<file path="src/rtl/lcd_frame_streamer.sv">
// Streams a 2x16 HD44780 character frame from a local buffer to the LCD bus executor.
// Define LCD_STREAM_INIT_EN to send the display init sequence before the first frame after reset.
module lcd_frame_streamer #(
  parameter logic [7:0] INIT_CHAR = 8'h20
) (
  input  logic       clk,
  input  logic       rst,
  input  logic       wr_en,
  input  logic [4:0] wr_addr,
  input  logic [7:0] wr_char,
  input  logic       refresh,
  input  logic       exe_rdy,
  output logic       exe_valid,
  output logic [3:0] exe_op,
  output logic [7:0] exe_data,
  output logic       busy,
  output logic       done
);

  localparam int unsigned DEPTH     = 32;
  localparam int unsigned CHAR_W    = 8;
  localparam logic [3:0]  OP_INSTR  = 4'd1;
  localparam logic [3:0]  OP_DATA   = 4'd2;
  localparam logic [3:0]  IDX_LAST  = 4'd15;
  localparam logic [7:0]  CMD_LINE1 = 8'h80;
  localparam logic [7:0]  CMD_LINE2 = 8'hC0;

  typedef enum logic [2:0] {
    S_IDLE  = 3'd0,
`ifdef LCD_STREAM_INIT_EN
    S_INIT  = 3'd1,
`endif
    S_CMD1  = 3'd2,
    S_LINE1 = 3'd3,
    S_CMD2  = 3'd4,
    S_LINE2 = 3'd5,
    S_FIN   = 3'd6
  } state_t;

  state_t                       state;
  logic [3:0]                   idx;
  logic [3:0]                   idx_nx;
  logic                         pending;
  logic                         xfer;
  logic [DEPTH-1:0][CHAR_W-1:0] frame_buf;

`ifdef LCD_STREAM_INIT_EN
  logic [1:0] init_idx;
  logic       init_done;

  // Function set 8-bit/2-line, display on, entry increment, clear.
  function automatic logic [7:0] init_cmd(input logic [1:0] i);
    case (i)
      2'd0:    init_cmd = 8'h38;
      2'd1:    init_cmd = 8'h0C;
      2'd2:    init_cmd = 8'h06;
      default: init_cmd = 8'h01;
    endcase
  endfunction
`endif

  assign xfer   = exe_valid && exe_rdy;
  assign idx_nx = 4'(idx + 4'd1);

  // Character store; writes land in any state, reset restores blanks.
  always_ff @(posedge clk) begin
    if (!rst) begin
      frame_buf <= {DEPTH{INIT_CHAR}};
    end else if (wr_en) begin
      frame_buf[wr_addr] <= wr_char;
    end
  end

  // Sequencer: the offered byte is latched from the buffer at the edge it is presented.
  always_ff @(posedge clk) begin
    if (!rst) begin
      state     <= S_IDLE;
      idx       <= 4'd0;
      pending   <= 1'b0;
      exe_valid <= 1'b0;
      exe_op    <= 4'd0;
      exe_data  <= 8'd0;
      busy      <= 1'b0;
      done      <= 1'b0;
`ifdef LCD_STREAM_INIT_EN
      init_idx  <= 2'd0;
      init_done <= 1'b0;
`endif
    end else begin
      done <= 1'b0;
      if (busy && refresh) begin
        pending <= 1'b1;
      end

      case (state)
        S_IDLE, S_FIN: begin
          exe_valid <= 1'b0;
          exe_op    <= 4'd0;
          exe_data  <= 8'd0;
          busy      <= 1'b0;
          state     <= S_IDLE;
          // FIN launches exactly like IDLE so back-to-back frames have no gap.
          if (refresh || pending) begin
            pending   <= 1'b0;
            busy      <= 1'b1;
            exe_valid <= 1'b1;
            exe_op    <= OP_INSTR;
`ifdef LCD_STREAM_INIT_EN
            if (!init_done) begin
              state    <= S_INIT;
              init_idx <= 2'd0;
              exe_data <= init_cmd(2'd0);
            end else begin
              state    <= S_CMD1;
              exe_data <= CMD_LINE1;
            end
`else
            state    <= S_CMD1;
            exe_data <= CMD_LINE1;
`endif
          end
        end

`ifdef LCD_STREAM_INIT_EN
        S_INIT: begin
          if (xfer) begin
            if (init_idx == 2'd3) begin
              state     <= S_CMD1;
              exe_data  <= CMD_LINE1;
              init_done <= 1'b1;
            end else begin
              init_idx <= 2'(init_idx + 2'd1);
              exe_data <= init_cmd(2'(init_idx + 2'd1));
            end
          end
        end
`endif

        S_CMD1: begin
          if (xfer) begin
            state    <= S_LINE1;
            idx      <= 4'd0;
            exe_op   <= OP_DATA;
            exe_data <= frame_buf[5'd0];
          end
        end

        S_LINE1: begin
          if (xfer) begin
            if (idx == IDX_LAST) begin
              state    <= S_CMD2;
              exe_op   <= OP_INSTR;
              exe_data <= CMD_LINE2;
            end else begin
              idx      <= idx_nx;
              exe_data <= frame_buf[{1'b0, idx_nx}];
            end
          end
        end

        S_CMD2: begin
          if (xfer) begin
            state    <= S_LINE2;
            idx      <= 4'd0;
            exe_op   <= OP_DATA;
            exe_data <= frame_buf[5'd16];
          end
        end

        S_LINE2: begin
          if (xfer) begin
            if (idx == IDX_LAST) begin
              state     <= S_FIN;
              idx       <= 4'd0;
              exe_valid <= 1'b0;
              exe_op    <= 4'd0;
              exe_data  <= 8'd0;
              busy      <= 1'b0;
              done      <= 1'b1;
            end else begin
              idx      <= idx_nx;
              exe_data <= frame_buf[{1'b1, idx_nx}];
            end
          end
        end

        default: begin
          state     <= S_IDLE;
          exe_valid <= 1'b0;
          busy      <= 1'b0;
        end
      endcase
    end
  end

endmodule

</file>
<file path="config.mk">
export PLATFORM = sky130hd
export DESIGN_NAME = lcd_frame_streamer
export DESIGN_NICKNAME = d
export VERILOG_FILES = /design/src/rtl/lcd_frame_streamer.sv
export SDC_FILE = /design/constraint.sdc
export NUM_CORES = 1
export LEC_CHECK = 0
export CAP_MARGIN = 30
export CORE_ASPECT_RATIO = 0.9
export CORE_MARGIN = 3
export CORE_UTILIZATION = 65
export CTS_CLUSTER_DIAMETER = 100
export DETAILED_ROUTE_END_ITERATION = 7
export PLACE_DENSITY = 0.89
export SYNTH_ARGS = -nofsm -noshare
export SYNTH_HDL_FRONTEND = slang
export SYNTH_SLANG_ARGS = --single-unit
</file>
<file path="constraint.sdc">
create_clock -name clk -period 4.7 [get_ports clk]
set_input_delay 0.47 -clock clk [delete_from_list [all_inputs] [get_ports clk]]
set_output_delay 0.47 -clock clk [all_outputs]
set_load 0.05 [all_outputs]
</file>
==> results by group, run 1 <==
Routing
  – WL/cell: 22.12 um
  – Via-per-instance ratio: 6.319
  – Post-DRT Antenna Nets: 0
  – Initial DRC count: 1292
  – WL final: approximately 33 mm
  – Via Count: ~9.5k
  – Number of remaining DRC errors: 0
  – Drt first pass iters: 5

GRT
  – Grt ovf: 0
  – Vias in the first global route: approximately 9.4k
  – Largest net degree at the start of global routing: around 160
  – First-pass GRT wire length: 53.15 mm
  – Total track usage: 30.64%
  – Antenna violations before repair: 1

Timing
  – Hold Violations, Final: 0
  – Setup TNS: 0 ns
  – Slew HR: about 33%
  – Pins Over Slew Limit: 0
  – Final Critical Period: 2.992 ns
  – Fin crit share: approximately 64%
  – Fmax: between 300 and 400 MHz
  – Final Skew: 0.02073 ns
  – Worst-Margin Slew: about 1.0 ns
  – # setup viols final: 0
  – RSZ-0062 raised after global routing: false

CTS
  – CTS Buf Count: 27
  – Setup bufs post-CTS: 0
  – Clock Latency Late Sink: 0.54 ns
  – H-tree levels: 1
  – CTS tree: yes
  – Post_cts resized: 0
  – Clock root cell: clkbuf_16
  – Hold buffers post-CTS: 0
  – TritonCTS Sinks: about 280
  – CTS Buffer Depth: 3
  – Clock transition at path regs: 0.07 ns

Layout
  – Post-layout net count: 1261
  – Antenna cell count: 0
  – Proportion of layout cells with a drive suffix above 1: 11.61%
  – Area Growth Syn to Fin: 10.00%

Placed design
  – DP HPWL: ~21 mm
  – Buffers on Ports: 30
  – Routability cong.: 0.9907

Synth
  – Ys flop type: dfxtp_1
  – Mean post-synth cell area: 10.25 um^2
  – Gate Count Post-Synth: 1260
  – Mapped cell area: ~13000 um^2
  – Ys async rst share: 0%
  – Synth Register Bits: 276
  – Distinct cell type count after synthesis: 53
  – Ys Warns: 0
  – Post-synth EDFFs: 0
  – Register area share after synthesis: 42.79%

Flow run
  – Max-cap viol count: 0

Floorplan
  – Ports: 33
  – DIE AREA: 21590 um^2
  – Floorplan core area: 19340 um^2
  – Placement Rows: between 40 and 50
  – Initial Util: about two thirds
  – Die width: 154.6 um
  – Height of the die: 139.7 um

Min path
  – HP Class: in -> reg

Run status
  – Outcome: finished, final reports clean

Power and ir drop
  – Power per Cell Area: around 340 nW/um^2
  – Final Power: 4.793 mW
  – Max VDD drop: 0.2162 mV
  – Static Leak: 5.034 nW

Critical path
  – WP data required: between 5 and 6 ns
  – Reg-to-reg slack, setup: 1.71 ns
  – CP max FO: 28
  – Worst setup EP type: flop
  – CP startpoint kind: flop
  – WS Path Type: reg -> reg
  – Crit path DAT: 3.42 ns
-- per-layer routing --
metal | GRT usage (%) | vias to the layer above | share of wire, %
li1 | - | 4337 | -
met1 | 43.79 | 4601 | 42
met2 | 46.88 | 494 | 45
met3 | 6.934 | 95 | 10
met4 | 9.294 | 2 | 3.3
met5 | 0 | - | 0.039
-- report_power, final --
group	switching, mW	total (mW)	internal [mW]
sequential	0.0186	2.38	2.36
combinational	0.186	0.297	0.111
clock	0.911	2.12	1.21
total	1.12	4.79	3.68
-- critical path: stages (launching register included) --
cell and delay (ns):
dfxtp_4 0.49, ha_2 0.33, xnor2_4 0.60, buf_12 0.30, mux4_2 0.53, mux2i_1 0.28
o22ai_1 0.12, nor3_1 0.15, nor3b_1 0.07
-- flip-flops by register name (all words and copies together), names as in the netlist --
| name | count |
|---|---|
| pending | 1 |
| busy | 1 |
| exe_data | 8 |
| exe_op | 2 |
| state | 3 |
| done | 1 |
| idx | 4 |
| frame_buf | 256 |
-- cell usage after synthesis (7+ instances only) --
cell	n	area share, %
o21ai_0	11	0.43
buf_2	8	0.31
dfxtp_1	276	43
a21oi_1	36	1.4
buf_4	7	0.41
nor2_2	10	0.48
nand2_1	141	4.1
nor2b_1	189	9.2
mux4_2	61	11
mux2i_1	222	17
a21boi_0	44	2.6
clkbuf_1	84	2.4
nand3_1	62	2.4
nor2_1	22	0.64
-- cells in the final DEF, fill, tap and decap left out, drive strengths merged, types with 5 or more instances in the layout --
cell type,synthesis,final
clkdlybuf4s50,0,29
dfxtp,276,276
and3,5,5
buf,17,25
a21oi,36,36
o21ai,13,13
a21o,6,6
nor3b,6,6
and2,6,6
nand2,141,141
nor2,32,32
nor2b,189,189
mux4,62,62
nand3,62,62
nor3,7,7
nand3b,6,6
clkbuf,85,36
mux2i,222,222
clkinv,0,5
a21boi,44,44
-- final cells by class --
type                       instances  area (um^2)
clock buffer                      36        739.5
tap                              250        312.8
clock inverter                     9        103.9
sequential                       276         5529
timing repair buffer              54        531.8
inverter                           4        15.01
fill                            1345         5136
multi-input combinational        879         6970
-- final timing paths --
path	endpoint	start	depth (start not counted)
hold reg to reg	frame_buf[18]$_SDFFE_PN0P_	frame_buf[18]$_SDFFE_PN0P_	2
setup reg to reg	exe_data[0]$_SDFFE_PN0P_	idx[0]$_SDFFE_PN0P_	8
setup / recovery	exe_data[0]$_SDFFE_PN0P_	idx[0]$_SDFFE_PN0P_	8
hold / removal	frame_buf[157]$_SDFFE_PN1P_	rst	2
-- kinds of logic after synthesis --
kind of cell | Yosys count | synth area share, %
adder cells (fa/ha/maj) | 2 | 0.1744
other | 1 | 0.02904
flip-flops | 276 | 42.79
AND/OR/NAND/NOR | 465 | 18.92
XOR/XNOR | 5 | 0.3974
AO/OA/AOI/OAI | 120 | 6.115
multiplexers | 285 | 28.14
buffers and inverters | 106 | 3.430
-- through the flow --
| step | instance area (um^2) | hold slack (ns) | utilization, % | instances | setup WS (ns) |
|---|---|---|---|---|---|
| final | 14200 | 0.4396 | 73.44 | 1508 | 1.708 |
| after global routing | 14200 | 0.4830 | 73.44 | 1508 | 1.569 |
| after CTS | 14170 | 0.4549 | 73.26 | 1505 | 1.705 |
| after detailed placement | 13320 | 0.4561 | 68.90 | 1460 | 1.747 |
| after global placement | 13320 | 0.4478 | 68.90 | 1460 | 1.779 |
| after floorplan | 12910 | 0.4357 | - | 1261 | 2.508 |
Note: power is estimated with default switching activity, not from simulation.
==> run 2: changes to the inputs <==
--- a/config.mk
+++ b/config.mk
@@ -8,10 +8,10 @@
 export CAP_MARGIN = 30
 export CORE_ASPECT_RATIO = 0.9
 export CORE_MARGIN = 3
-export CORE_UTILIZATION = 65
+export CORE_UTILIZATION = 56
 export CTS_CLUSTER_DIAMETER = 100
 export DETAILED_ROUTE_END_ITERATION = 7
-export PLACE_DENSITY = 0.89
+export PLACE_DENSITY = 0.82
 export SYNTH_ARGS = -nofsm -noshare
 export SYNTH_HDL_FRONTEND = slang
 export SYNTH_SLANG_ARGS = --single-unit
==> constraint.sdc (replaced) <==
create_clock -name clk -period 2.6 [get_ports clk]
set_input_delay 0.26 -clock clk [delete_from_list [all_inputs] [get_ports clk]]
set_output_delay 0.26 -clock clk [all_outputs]
set_load 0.05 [all_outputs]
==> results by group, run 2 (synthesis gave the netlist of run 1 again) <==
GRT
  – Vias in the first global route: 9605 (+1.9%)
  – Grt ovf: 0 (unchanged)
  – Total track usage: 26.76% (-3.9 points)
  – Antenna violations before repair: 0 (-1)
  – First-pass GRT wire length: 53.67 mm (+0.97%)
  – Largest net degree at the start of global routing: 103 (-34%)

CTS
  – Clock Latency Late Sink: 0.54 ns (about the same)
  – CTS Buf Count: 29 (+7.4%)
  – CTS tree: yes
  – CTS Buffer Depth: 3 (unchanged)
  – Clock transition at path regs: 0.06 ns (about the same)
  – TritonCTS Sinks: 276 (unchanged)
  – Setup bufs post-CTS: 0 (unchanged)
  – Clock root cell: clkbuf_16
  – H-tree levels: 1 (unchanged)

Min path
  – Min-delay src: rst
  – Worst hold stages: 2 (unchanged)
  – Hold Path End: frame_buf[165]$_SDFFE_PN1P_
  – HP Class: in -> reg

Routing
  – WL final: 33.99 mm (+1.9%)
  – Via Count: 9717 (+2.0%)
  – Initial DRC count: 1038 (-20%)
  – Drt first pass iters: 5 (unchanged)
  – Post-DRT Antenna Nets: 0 (unchanged)
  – Number of remaining DRC errors: 0 (unchanged)
  – Via-per-instance ratio: 6.104 (-3.4%)
  – WL/cell: 21.35 um (-3.5%)

Critical path
  – CP max FO: 13 (-54%)
  – Reg2reg path depth: 7 (-1)
  – FF-to-FF Start: idx[0]$_SDFFE_PN0P_
  – WS Path Type: reg -> reg
  – WP data required: 3.01 ns (-2.12 ns)
  – CP startpoint kind: flop
  – Worst setup EP type: flop
  – Reg-to-reg slack, setup: 0.17 ns (-1.54 ns)
  – Crit path DAT: 2.84 ns (-0.58 ns)
  – R2r endpoint: exe_data[7]$_SDFFE_PN0P_

Layout
  – Antenna cell count: 0 (unchanged)
  – Area Growth Syn to Fin: 13.32%
  – Proportion of layout cells with a drive suffix above 1: 14.13% (+2.5 points)
  – Post-route cell area: 14630 um^2 (+3.0%)
  – Max FFs per register: 256 (unchanged)
  – Biggest regs: frame_buf: 256 flops, exe_data: 8 flops, idx: 4 flops
  – Biggest register: frame_buf
  – Post-layout net count: 1293 (+2.5%)
  – Most common cell after layout, fill and taps aside: dfxtp_1
  – Most frequent cells in the layout: dfxtp_1 (275), mux2i_1 (222), nor2b_1 (189)

Timing
  – # setup viols final: 0 (unchanged)
  – Worst-Margin Slew: 0.6220 ns (-0.3817 ns)
  – Hold Violations, Final: 0 (unchanged)
  – Final Skew: 0.006663 ns (-0.01407 ns)
  – Pins Over Slew Limit: 0 (unchanged)
  – Fin crit share: 93.51% (+30 points)
  – Final Critical Period: 2.431 ns (-0.5604 ns)
  – RSZ-0062 raised after global routing: false
  – Fmax: 411.3 MHz (+23%)
  – Setup TNS: 0 ns (unchanged)
  – Slew HR: 58.43% (+25 points)

Placed design
  – Buffers on Ports: 30 (unchanged)
  – DP HPWL: 21.68 mm (+1.5%)
  – Routability cong.: 0.9290 (-6.2%)
  – Placed cell areas: 13650 um^2 (+2.4%)

Power and ir drop
  – Sequential share of power: 48.0% (-1.6 points)
  – Power per Cell Area: 611.3 nW/um^2 (+81%)
  – Static Leak: 5.264 nW (+4.6%)
  – Power share of the clock group: 45.8% (+1.6 points)
  – Sw Pwr: 2.031 mW (+82%)
  – Pint: 6.914 mW (+88%)
  – Comb pwr share: 6.2% (about the same)
  – Switching share of power: 22.70% (-0.56 points)
  – Final Power: 8.945 mW (+87%)
  – Max VDD drop: 0.5965 mV (+180%)

Run status
  – Outcome: finished, final reports clean

Floorplan
  – Placement Rows: 52 (+8.3%)
  – Ports: 33 (unchanged)
  – Floorplan core area: 22580 um^2 (+17%)
  – Die width: 166.1 um (+7.4%)
  – Initial Util: 57.19% (-9.6 points)
  – DIE AREA: 24920 um^2 (+15%)
  – Height of the die: 150.1 um (+7.4%)

Flow run
  – Max-cap viol count: 0 (unchanged)
## run 2: cell count changes in the layout (fill, tap and decap cells not counted), sizes merged
cell,previous run,this run
clkbuf,36,44
clkinvlp,2,0
clkinv,5,7
buf,25,54
## run 2: final cells by class
cell class                      instances  area, um^2
Clock buffer                           43       848.3
Clock inverter                          9       95.09
Fill cell                            1682        7945
Inverter                                4       15.01
Multi-Input combinational cell        879        6978
Sequential cell                       276        5529
Tap cell                              297       371.6
Timing Repair Buffer                   84       794.5
## run 2: layer usage
| metal | share of wire [%] | track usage (%) | vias to the layer above |
|---|---|---|---|
| li1 | - | - | 4420 |
| met2 | 44 | 41.99 | 472 |
| met3 | 9.3 | 5.362 | 117 |
| met4 | 4.3 | 10.73 | 0 |
| met5 | 0 | 0 | - |
| met1 | 42 | 36.64 | 4708 |
## run 2: worst max-delay path, cell delays in order (launching register included)
cell and delay (ns):
dfxtp_4 0.39, ha_2 0.31, xnor2_4 0.16, buf_4 0.28, mux4_2 0.53, nand2b_1 0.18
a21oi_1 0.31, a31oi_1 0.12
## run 2: stage by stage
stage	instances	utilization [%]	setup WS, ns	hold WS (ns)
2_1_floorplan	1261	-	0.4083	0.3881
3_3_place_gp	1539	60.45	0.1488	0.4468
3_5_place_dp	1539	60.45	0.1405	0.4567
4_1_cts	1591	64.63	0.03887	0.08544
5_1_grt	1592	64.81	0.08058	0.1194
6_report	1592	64.81	0.1686	0.1006
## run 2: worst max path at each step
| stage | slack [ns] | endpoint | from |
|---|---|---|---|
| floorplan | 0.41 | exe_data[6]$_SDFFE_PN0P_ | idx[0]$_SDFFE_PN0P_ |
| global placement | 0.15 | exe_data[0]$_SDFFE_PN0P_ | idx[0]$_SDFFE_PN0P_ |
| detailed placement | 0.14 | exe_data[0]$_SDFFE_PN0P_ | idx[0]$_SDFFE_PN0P_ |
| CTS | 0.04 | exe_data[7]$_SDFFE_PN0P_ | idx[0]$_SDFFE_PN0P_ |
| global route | 0.08 | exe_data[7]$_SDFFE_PN0P_ | idx[0]$_SDFFE_PN0P_ |
| finish | 0.17 | exe_data[7]$_SDFFE_PN0P_ | idx[0]$_SDFFE_PN0P_ |
## run 2: what timing repair did
action / 4_1_cts / 5_1_grt
resized for setup: 0 / 2
hold buffers: 0 / 0
endpoints found under the setup margin: 0 / 6
## run 2: power by group through the flow
stage | combinational (mW) | sequential (mW) | clock (mW)
2_1_floorplan | 0.344 | 4.40 | 0
5_1_grt | 0.582 | 4.30 | 4.31
3_5_place_dp | 0.534 | 4.39 | 0
4_1_cts | 0.538 | 4.29 | 4.13
6_report | 0.552 | 4.30 | 4.10
3_3_place_gp | 0.529 | 4.39 | 0
